File: src/rtl/mem_port_arbiter_if.sv
// ---------------------------------------------------------------------------
// mem_port_arbiter_if : fetch, data and sram signals of the shared memory port
// Revision 1.0 : initial release
// ---------------------------------------------------------------------------
`default_nettype none

interface mem_port_arbiter_if;
    logic        if_req;
    logic [31:0] if_addr;
    logic        if_gnt;
    logic        if_valid;
    logic [31:0] if_rdata;
    logic        if_err;

    logic        dm_req;
    logic        dm_we;
    logic [31:0] dm_addr;
    logic [31:0] dm_wdata;
    logic        dm_gnt;
    logic        dm_valid;
    logic [31:0] dm_rdata;
    logic        dm_err;

    logic        mem_cs;
    logic        mem_oe;
    logic        mem_we;
    logic [31:0] mem_addr;
    logic [31:0] mem_wdata;
    logic [31:0] mem_rdata;

    // Arbiter side
    modport slave (
        input  if_req, if_addr, dm_req, dm_we, dm_addr, dm_wdata, mem_rdata,
        output if_gnt, if_valid, if_rdata, if_err,
        output dm_gnt, dm_valid, dm_rdata, dm_err,
        output mem_cs, mem_oe, mem_we, mem_addr, mem_wdata
    );

    // Requester / memory side
    modport master (
        output if_req, if_addr, dm_req, dm_we, dm_addr, dm_wdata, mem_rdata,
        input  if_gnt, if_valid, if_rdata, if_err,
        input  dm_gnt, dm_valid, dm_rdata, dm_err,
        input  mem_cs, mem_oe, mem_we, mem_addr, mem_wdata
    );
endinterface

`default_nettype wire

File: src/rtl/mem_port_arbiter.sv
// ---------------------------------------------------------------------------
// mem_port_arbiter : shares one sram port between fetch and data requesters
// Revision 1.0 : initial release
// ---------------------------------------------------------------------------
`default_nettype none

module mem_port_arbiter #(
    parameter int MEM_LAT    = 1,
    parameter int MAX_STREAK = 4
) (
    input  wire logic         clk,
    input  wire logic         reset,
    mem_port_arbiter_if.slave bus
);

    typedef enum logic [1:0] {
        S_IDLE = 2'd0,
        S_BUSY = 2'd1,
        S_RESP = 2'd2
    } state_t;

    localparam logic [2:0] C_LAT        = 3'(MEM_LAT);
    localparam logic [3:0] C_MAX_STREAK = 4'(MAX_STREAK);

    state_t      state_q,    state_d;
    logic [3:0]  streak_q,   streak_d;
    logic [2:0]  lat_q,      lat_d;
    logic        owner_q,    owner_d;     // 1 = data requester
    logic [31:0] addr_q,     addr_d;
    logic        we_q,       we_d;
    logic [31:0] wdata_q,    wdata_d;
    logic [31:0] if_rdata_q, if_rdata_d;
    logic        if_err_q,   if_err_d;
    logic [31:0] dm_rdata_q, dm_rdata_d;
    logic        dm_err_q,   dm_err_d;

    logic        w_can_grant;
    logic        w_dm_gnt;
    logic        w_if_gnt;
    logic [31:0] w_gnt_addr;
    logic        w_busy;
    logic        w_resp;

    always_comb begin
        w_can_grant = (state_q == S_IDLE) || (state_q == S_RESP);
        w_dm_gnt    = w_can_grant && bus.dm_req &&
                      !(bus.if_req && (streak_q == C_MAX_STREAK));
        w_if_gnt    = w_can_grant && bus.if_req && !w_dm_gnt;
        w_gnt_addr  = w_dm_gnt ? bus.dm_addr : bus.if_addr;

        state_d    = state_q;
        streak_d   = streak_q;
        lat_d      = lat_q;
        owner_d    = owner_q;
        addr_d     = addr_q;
        we_d       = we_q;
        wdata_d    = wdata_q;
        if_rdata_d = if_rdata_q;
        if_err_d   = if_err_q;
        dm_rdata_d = dm_rdata_q;
        dm_err_d   = dm_err_q;

        // Streak only counts data wins that kept a fetch waiting
        if (!bus.if_req || w_if_gnt) begin
            streak_d = 4'd0;
        end else if (w_dm_gnt && (streak_q != C_MAX_STREAK)) begin
            streak_d = streak_q + 4'd1;
        end

        case (state_q)
            S_BUSY: begin
                lat_d = lat_q - 3'd1;
                if (lat_q == 3'd1) begin
                    state_d = S_RESP;
                    if (owner_q) begin
                        dm_rdata_d = we_q ? 32'd0 : bus.mem_rdata;
                        dm_err_d   = 1'b0;
                    end else begin
                        if_rdata_d = bus.mem_rdata;
                        if_err_d   = 1'b0;
                    end
                end
            end
            S_IDLE, S_RESP: begin
                state_d = S_IDLE;
                if (w_dm_gnt || w_if_gnt) begin
                    owner_d = w_dm_gnt;
                    addr_d  = w_gnt_addr;
                    we_d    = w_dm_gnt && bus.dm_we;
                    wdata_d = w_dm_gnt ? bus.dm_wdata : 32'd0;
                    if (w_gnt_addr[1:0] != 2'b00) begin
                        // Misaligned: respond next cycle without touching memory
                        state_d = S_RESP;
                        if (w_dm_gnt) begin
                            dm_rdata_d = 32'd0;
                            dm_err_d   = 1'b1;
                        end else begin
                            if_rdata_d = 32'd0;
                            if_err_d   = 1'b1;
                        end
                    end else begin
                        state_d = S_BUSY;
                        lat_d   = C_LAT;
                    end
                end
            end
            default: state_d = S_IDLE;
        endcase
    end

    always_ff @(posedge clk or posedge reset) begin
        if (reset) begin
            state_q    <= S_IDLE;
            streak_q   <= 4'd0;
            lat_q      <= 3'd0;
            owner_q    <= 1'b0;
            addr_q     <= 32'd0;
            we_q       <= 1'b0;
            wdata_q    <= 32'd0;
            if_rdata_q <= 32'd0;
            if_err_q   <= 1'b0;
            dm_rdata_q <= 32'd0;
            dm_err_q   <= 1'b0;
        end else begin
            state_q    <= state_d;
            streak_q   <= streak_d;
            lat_q      <= lat_d;
            owner_q    <= owner_d;
            addr_q     <= addr_d;
            we_q       <= we_d;
            wdata_q    <= wdata_d;
            if_rdata_q <= if_rdata_d;
            if_err_q   <= if_err_d;
            dm_rdata_q <= dm_rdata_d;
            dm_err_q   <= dm_err_d;
        end
    end

    assign w_busy = (state_q == S_BUSY);
    assign w_resp = (state_q == S_RESP);

    assign bus.if_gnt   = w_if_gnt;
    assign bus.dm_gnt   = w_dm_gnt;
    assign bus.if_valid = w_resp && !owner_q;
    assign bus.dm_valid = w_resp && owner_q;
    assign bus.if_rdata = if_rdata_q;
    assign bus.if_err   = if_err_q;
    assign bus.dm_rdata = dm_rdata_q;
    assign bus.dm_err   = dm_err_q;

    // The latency counter still holds its load value only in the first BUSY cycle
    assign bus.mem_cs    = w_busy;
    assign bus.mem_oe    = w_busy && !we_q;
    assign bus.mem_we    = w_busy && we_q && (lat_q == C_LAT);
    assign bus.mem_addr  = w_busy ? addr_q  : 32'd0;
    assign bus.mem_wdata = w_busy ? wdata_q : 32'd0;

endmodule

`default_nettype wire

File: src/flat_wrapper.sv
// flat-port wrapper written by rule: the top's interface ports become plain ports
module mem_port_arbiter_flat 
#(
    parameter int MEM_LAT    = 1,
    parameter int MAX_STREAK = 4
)
  (clk, reset, bus_if_req, bus_if_addr, bus_dm_req, bus_dm_we, bus_dm_addr, bus_dm_wdata, bus_mem_rdata, bus_if_gnt, bus_if_valid, bus_if_rdata, bus_if_err, bus_dm_gnt, bus_dm_valid, bus_dm_rdata, bus_dm_err, bus_mem_cs, bus_mem_oe, bus_mem_we, bus_mem_addr, bus_mem_wdata);
  mem_port_arbiter_if bus_i ();
  input  wire logic clk;
  input  wire logic reset;
  input wire logic [$bits(bus_i.if_req)-1:0] bus_if_req;
  input wire logic [$bits(bus_i.if_addr)-1:0] bus_if_addr;
  input wire logic [$bits(bus_i.dm_req)-1:0] bus_dm_req;
  input wire logic [$bits(bus_i.dm_we)-1:0] bus_dm_we;
  input wire logic [$bits(bus_i.dm_addr)-1:0] bus_dm_addr;
  input wire logic [$bits(bus_i.dm_wdata)-1:0] bus_dm_wdata;
  input wire logic [$bits(bus_i.mem_rdata)-1:0] bus_mem_rdata;
  output wire logic [$bits(bus_i.if_gnt)-1:0] bus_if_gnt;
  output wire logic [$bits(bus_i.if_valid)-1:0] bus_if_valid;
  output wire logic [$bits(bus_i.if_rdata)-1:0] bus_if_rdata;
  output wire logic [$bits(bus_i.if_err)-1:0] bus_if_err;
  output wire logic [$bits(bus_i.dm_gnt)-1:0] bus_dm_gnt;
  output wire logic [$bits(bus_i.dm_valid)-1:0] bus_dm_valid;
  output wire logic [$bits(bus_i.dm_rdata)-1:0] bus_dm_rdata;
  output wire logic [$bits(bus_i.dm_err)-1:0] bus_dm_err;
  output wire logic [$bits(bus_i.mem_cs)-1:0] bus_mem_cs;
  output wire logic [$bits(bus_i.mem_oe)-1:0] bus_mem_oe;
  output wire logic [$bits(bus_i.mem_we)-1:0] bus_mem_we;
  output wire logic [$bits(bus_i.mem_addr)-1:0] bus_mem_addr;
  output wire logic [$bits(bus_i.mem_wdata)-1:0] bus_mem_wdata;
  assign bus_i.if_req = bus_if_req;
  assign bus_i.if_addr = bus_if_addr;
  assign bus_i.dm_req = bus_dm_req;
  assign bus_i.dm_we = bus_dm_we;
  assign bus_i.dm_addr = bus_dm_addr;
  assign bus_i.dm_wdata = bus_dm_wdata;
  assign bus_i.mem_rdata = bus_mem_rdata;
  assign bus_if_gnt = bus_i.if_gnt;
  assign bus_if_valid = bus_i.if_valid;
  assign bus_if_rdata = bus_i.if_rdata;
  assign bus_if_err = bus_i.if_err;
  assign bus_dm_gnt = bus_i.dm_gnt;
  assign bus_dm_valid = bus_i.dm_valid;
  assign bus_dm_rdata = bus_i.dm_rdata;
  assign bus_dm_err = bus_i.dm_err;
  assign bus_mem_cs = bus_i.mem_cs;
  assign bus_mem_oe = bus_i.mem_oe;
  assign bus_mem_we = bus_i.mem_we;
  assign bus_mem_addr = bus_i.mem_addr;
  assign bus_mem_wdata = bus_i.mem_wdata;
  mem_port_arbiter #(.MEM_LAT(MEM_LAT), .MAX_STREAK(MAX_STREAK)) u_core (.clk(clk), .reset(reset), .bus(bus_i));
endmodule
File: config.mk
export PLATFORM = sky130hd
export DESIGN_NAME = mem_port_arbiter_flat
export DESIGN_NICKNAME = d
export VERILOG_FILES = /design/src/rtl/mem_port_arbiter_if.sv /design/src/rtl/mem_port_arbiter.sv /design/src/flat_wrapper.sv
export SDC_FILE = /design/constraint.sdc
export NUM_CORES = 1
export LEC_CHECK = 0
export ABC_CLOCK_PERIOD_IN_PS = 6300
export CORE_ASPECT_RATIO = 1.1
export CORE_MARGIN = 2
export CORE_UTILIZATION = 47
export CTS_BUF_LIST = sky130_fd_sc_hd__clkbuf_16
export DETAILED_ROUTE_END_ITERATION = 10
export GPL_ROUTABILITY_DRIVEN = 0
export GPL_TIMING_DRIVEN = 0
export PLACE_DENSITY = 0.91
export SYNTH_ARGS = -nofsm -noshare
export SYNTH_HDL_FRONTEND = slang
export SYNTH_SLANG_ARGS = --single-unit
File: constraint.sdc
create_clock -name clk -period 6.3 [get_ports clk]
set_input_delay 0.63 -clock clk [delete_from_list [all_inputs] [get_ports clk]]
set_output_delay 0.63 -clock clk [all_outputs]
set_load 0.005 [all_outputs]
==> flow_metrics.py <==
metrics = {
    "run_status": {
        "status": "finished clean",
    },
    "synthesis": {
        "syn_avg_cell_area_um2": 10.6,
        "synth_edf_count": 0,
        "syn-instance-count": 623,
        "ys_types": 47,
        "yosysWarnings": 0,
        "synth_fp_nets": 760,
        "synth_top_flop_cell": "dfrtp_1",
        "async_reset_ff_frac": 1.00,
        "synth_area_um2": 6600,
        "seq_area_frac_synth": 0.535,
        "ys_ff_latch": 141,
    },
    "worst_setup_path": {
        "crit_required_ns": 5.67,
        "rr_worst_depth": 6,
        "r2r_end": "u_core.bus.if_rdata[2]",
        "path_max_fanout": 10,
        "crit_path_start_kind": "flip-flop",
        "crit_type": "reg2out",
        "worstSetupEndpointType": "primary output",
        "regToRegSetupSlack_ns": 4.29,
        "crit_arrival_ns": 2.58,
        "reg2reg_from": "u_core.streak_q[0]",
    },
    "worst_hold_path": {
        "hold_path_end": "u_core.lat_q[0]",
        "hold_class": "reg2reg",
        "holdPathStages": 1,
        "holdCritStartpoint": "u_core.lat_q[0]",
    },
    "die": {
        "die_w_um": 117,
        "die_area_um2": 15000,
        "pin_count": 270,
        "start_util": 0.480,
        "rows": 45,
        "die_h_um": 128,
        "coreArea_um2": 13700,
    },
    "timing": {
        "rsz0062_at_grt": "false",
        "hold_viol_final": 0,
        "clock.fmax_mhz": 311,
        "fin_crit_sh": 0.510,
        "layout_min_cycle_time_ns": 3.21,
        "finClkSkew_ns": 0.00661,
        "setup-violations-final": 0,
        "setup_tns_ns": 0,
        "tightest_slew_ns": 0.668,
        "slew_headroom": 0.554,
        "slew_viol_final": 0,
    },
    "placement": {
        "io_buffer_count": 269,
        "place_area_um2": 9560,
        "dpl.hpwl_um": 14800,
    },
    "power": {
        "p_leak_nw": 4.31,
        "ir_worst_vdd_mv": 0.171,
        "pwr_density_cell_nw_per_um2": 372,
    },
    "clocking": {
        "cts_num_sinks": 141,
        "numCtsBuffers": 17,
        "cts_tree": "done",
        "clk_pin_slew_ns": 0.05,
        "post-cts-setup-buffers": 0,
        "clock_path_buffers": 2,
        "worstSkewPairLatency_ns": 0.41,
        "hold_buffers": 0,
        "cts_resized": 0,
        "h-tree-depth": 4,
        "clockRootBuffer": "clkbuf_16",
    },
    "cells_and_area": {
        "drive_gt1_frac": 0.0724,
        "area_growth_pct": 54.0,
        "n_antenna_cell": 0,
        "final_nets": 1049,
        "design_area_um2": 10200,
    },
    "grt": {
        "grt_max_degree": 75,
        "grt_pass1_vias": 6248,
        "antenna_found_initial": 0,
        "grt.total_usage": 0.276,
        "grt.overflow.total": 0,
        "grt_pass1_wl_um": 31900,
    },
    "job": {
        "drv_cap": 0,
    },
    "route": {
        "avgRoutedWirePerCell_um": 17.7,
        "via_per_inst": 5.36,
        "drtPass1Iterations": 5,
        "wirelength_um": 19700,
        "drc": 0,
        "vias": 5970,
        "drt_iter0_drc": 357,
        "drtAntennaViolNets": 0,
    },
}
[sequential cells by signal (all words and copies together), names as in the netlist]
signal and cells:
u_core.bus.if_rdata 32, u_core.lat_q 3, u_core.bus.dm_rdata 32, u_core.wdata_q 32, u_core.state_q 2, u_core.we_q 1
u_core.addr_q 32, u_core.bus.if_err 1, u_core.bus.dm_err 1, u_core.owner_q 1, u_core.streak_q 4
[synth_stat cells, types with 3 or more instances]
library cell  instances  area share
a21boi_0              4      0.0046
a22o_1               65       0.086
and2_1               65       0.062
buf_2                16       0.012
buf_4                 4      0.0046
buf_6                 9       0.015
clkbuf_1             25       0.014
dfrtp_1             141        0.53
ha_1                  4      0.0076
inv_1                 6      0.0034
mux2i_1              33       0.050
nand2_1             103       0.059
nand3_1              35       0.027
nor2_1                3      0.0017
nor2b_1               3      0.0028
o211ai_1             34       0.039
o21ai_0               5      0.0038
o22ai_1              32       0.030
[worst max-delay path, stage by stage, from the launching register on]
cell             delay, ns
dfrtp_1               0.42
nand2b_1              0.15
buf_2                 0.16
inv_1                 0.16
clkbuf_2              0.24
clkbuf_1              0.33
and2_1                0.20
clkdlybuf4s50_1       0.51
[how the worst max path moves through the flow]
stage | startpoint | to | slack, ns | cells past startpoint
3_5_place_dp | bus_dm_req | bus_dm_gnt | 3.15 | 7
4_1_cts | u_core.state_q[1] | bus_mem_addr[23] | 3.01 | 7
3_3_place_gp | reset | u_core.addr_q[8] | -0.10 | 2
5_1_grt | u_core.state_q[1] | bus_mem_addr[21] | 2.84 | 7
2_1_floorplan | reset | u_core.addr_q[0] | 1.89 | 1
6_report | u_core.state_q[1] | bus_mem_addr[23] | 3.09 | 7
[per-stage QoR]
step	utilization	total power, mW	hold slack [ns]	cells	worst slack (ns)
2_1_floorplan	-	2.04	0.450	623	1.89
3_3_place_gp	0.693	2.70	0.464	1080	-0.105
3_5_place_dp	0.696	2.75	0.476	1081	3.15
4_1_cts	0.740	3.80	0.484	1113	3.01
5_1_grt	0.740	4.01	0.502	1113	2.84
6_report	0.740	3.78	0.481	1113	3.09
[cell usage in the layout, fill, tap and decap left out, types with 5 or more instances in the layout]
cell type and n:
o211ai_1 34, buf_2 16, mux2i_1 33, a22o_1 65
clkbuf_1 25, inv_1 7, o21ai_0 5, nand3_1 35
clkbuf_16 17, and2_1 65, buf_6 9, nand2_1 103
dfrtp_1 141, o22ai_1 32, clkdlybuf4s50_1 269
[final cells by class]
class	count	area, um2
Buffer	55	310
Clock buffer	17	425
Clock inverter	15	179
Fill cell	964	3570
Inverter	8	35.0
Multi-Input combinational cell	419	2730
Sequential cell	141	3530
Tap cell	188	235
Timing Repair Buffer	270	2720
[logic make-up (layout without fill, tap and decap cells)]
family | count (synthesis) | after routing | synth area share
simple gates | 229 | 229 | 0.174
compound gates | 153 | 153 | 0.182
flops | 141 | 141 | 0.535
buf+inv | 63 | 365 | 0.0516
mux | 33 | 33 | 0.0501
fa+ha+maj | 4 | 4 | 0.00758
[routing by layer]
layer / GRT usage / wire [um] / part of all wire
met5: 0 / 0 / 0
met4: 0.103 / 433 / 0.022
met3: 0.0960 / 1800 / 0.091
met2: 0.468 / 9930 / 0.50
met1: 0.319 / 7580 / 0.38
[where the power goes]
group	total (mW)	switching [mW]	internal, mW	leakage, nW
Combinational	1.37	0.600	0.773	2.18
Clock	1.03	0.379	0.654	0.300
Sequential	1.38	0.189	1.19	1.82
Note: power is estimated with default switching activity, not from simulation.
==> patch, RTL diff (same settings) <==
Reset style: synchronous (`reset`), changed in one clocked block.
--- a/src/rtl/mem_port_arbiter.sv
+++ b/src/rtl/mem_port_arbiter.sv
@@ -108,7 +108,7 @@
         endcase
     end
 
-    always_ff @(posedge clk or posedge reset) begin
+    always_ff @(posedge clk) begin
         if (reset) begin
             state_q    <= S_IDLE;
             streak_q   <= 4'd0;
Behaviour: differs if reset is asserted again (counterexample within 4 cycles, from zero or initial values and one cycle with reset high); with reset held inactive, the same outputs for 4 cycles.
==> patch against the original RTL <==
Final cell count increased by 5.7%. Worst setup slack got worse by 170 ps. Sequential cell count unchanged. Final area decreased by 5.3%. Core utilization decreased by 0.50 points. Critical endpoint is now bus_dm_gnt. Routed wire length increased by 1.3%. Area after synthesis decreased by 5.0%.
Power is not compared: it rests on default switching activity, and its combinational part moved more than twofold at a synthesized area within 25%.
==> patch: results (changes against the original RTL) <==
[outcome]
status = finished clean

[placed_design]
placed_area_um2 = 9161  ; -4.2%
dp_hpwl_mm = 14.60  ; -1.0%

[cells_and_area]
drive_above_1_share_pct = 4.828  ; -2.4 points
multi_input_area_um2 = 3152  ; +15%
seq_area_share_pct = 29.32  ; -5.4 points
buffer_area_share_pct = 30.70  ; +0.88 points
nMultiInputCombCells = 514  ; +23%
n_fill_cell = 982  ; +1.9%
fin_nets = 1144  ; +9.1%

[logic_synthesis]
synthesis.nets = 856  ; +13%
yosysUniqueCellTypes = 42  ; -11%
netlist_top_cells_area = dfxtp_1, mux2i_1, nand2_1
synth_mux_area_share_pct = 10.54  ; +5.5 points
yosys.area_share.adder_pct = 0.7986  ; +0.040 points
async_flop_share_pct = 0  ; -100 points
synth-compound-area-share_pct = 10.88  ; -7.4 points
ys.flop_type = dfxtp_1

[setup_path]
r2r_start = u_core.streak_q[0]
cpPeakStageDelay_ps = 540  ; +30 ps
critPathLaunch = bus_dm_req

[detailed_routing]
routed_wl_mm = 19.99  ; +1.3%
drt_iter0_markers = 347  ; -2.8%
drt_pass1_iterations = 4  ; -1
routed-via-count = 6121  ; +2.5%

[min_path]
worstHoldStart = u_core.bus.dm_err

[global_route]
grt_max_degree = 17  ; -77%
grt_usage_pct = 27.83  ; +0.27 points
grt_pass1_vias = 6159  ; -1.4%

[patch: cell count changes in the layout (fill, tap and decap cells not counted), moves of 33 or more]
cell	unedited run	this run
a22o_1	65	0
nand2b_1	1	66
nor2_1	3	78
dfxtp_1	0	141
o211ai_1	34	0
mux2i_1	33	66
dfrtp_1	141	0
[patch: path summary, 6_finish.rpt]
path / to / slack, ps / depth (start not counted)
worst min register to register: u_core.bus.dm_err / 460 / 2
worst max-delay path: bus_dm_gnt / 2920 / 7
worst max register to register: u_core.bus.dm_rdata[21] / 4240 / 7
worst min-delay path: u_core.bus.dm_err / 460 / 2
[patch: power by group through the flow]
stage / registers [mW] / clock network, mW / logic, mW
detailed placement: 0.982 / 0 / 0.369
global route: 0.970 / 0.878 / 0.403
floorplan: 0.977 / 0 / 0.190
finish: 0.965 / 0.830 / 0.372
global placement: 0.980 / 0 / 0.364
CTS: 0.964 / 0.836 / 0.372
[patch: stage by stage]
| stage | instances | util, % | setup slack [ps] | hold slack (ps) |
|---|---|---|---|---|
| after floorplan | 719 | - | 4280 | 452.7 |
| after global placement | 1149 | 69.92 | 2949 | 444.5 |
| after detailed placement | 1149 | 69.92 | 2933 | 454.6 |
| after CTS | 1176 | 73.48 | 2923 | 462.3 |
| after global routing | 1176 | 73.48 | 2770 | 489.8 |
| final | 1176 | 73.48 | 2920 | 460.3 |
[patch: metal layers]
layer	wire, µm	up-vias	GRT usage [%]	part of all wire, %
met1	7852	2854	31.26	39
met3	1489	50	8.531	7.4
met4	651	0	12.12	3.3
li1	-	2971	-	-
met5	0	-	0	0
met2	9997	246	48.28	50
[patch: kinds of logic after synthesis]
group,Yosys count
AOI/OAI and AO/OA,82
buffers and inverters,64
muxes,66
xor gates and xnor gates,2
adders and majority gates,4
DFF,141
and+or+nand+nor,360
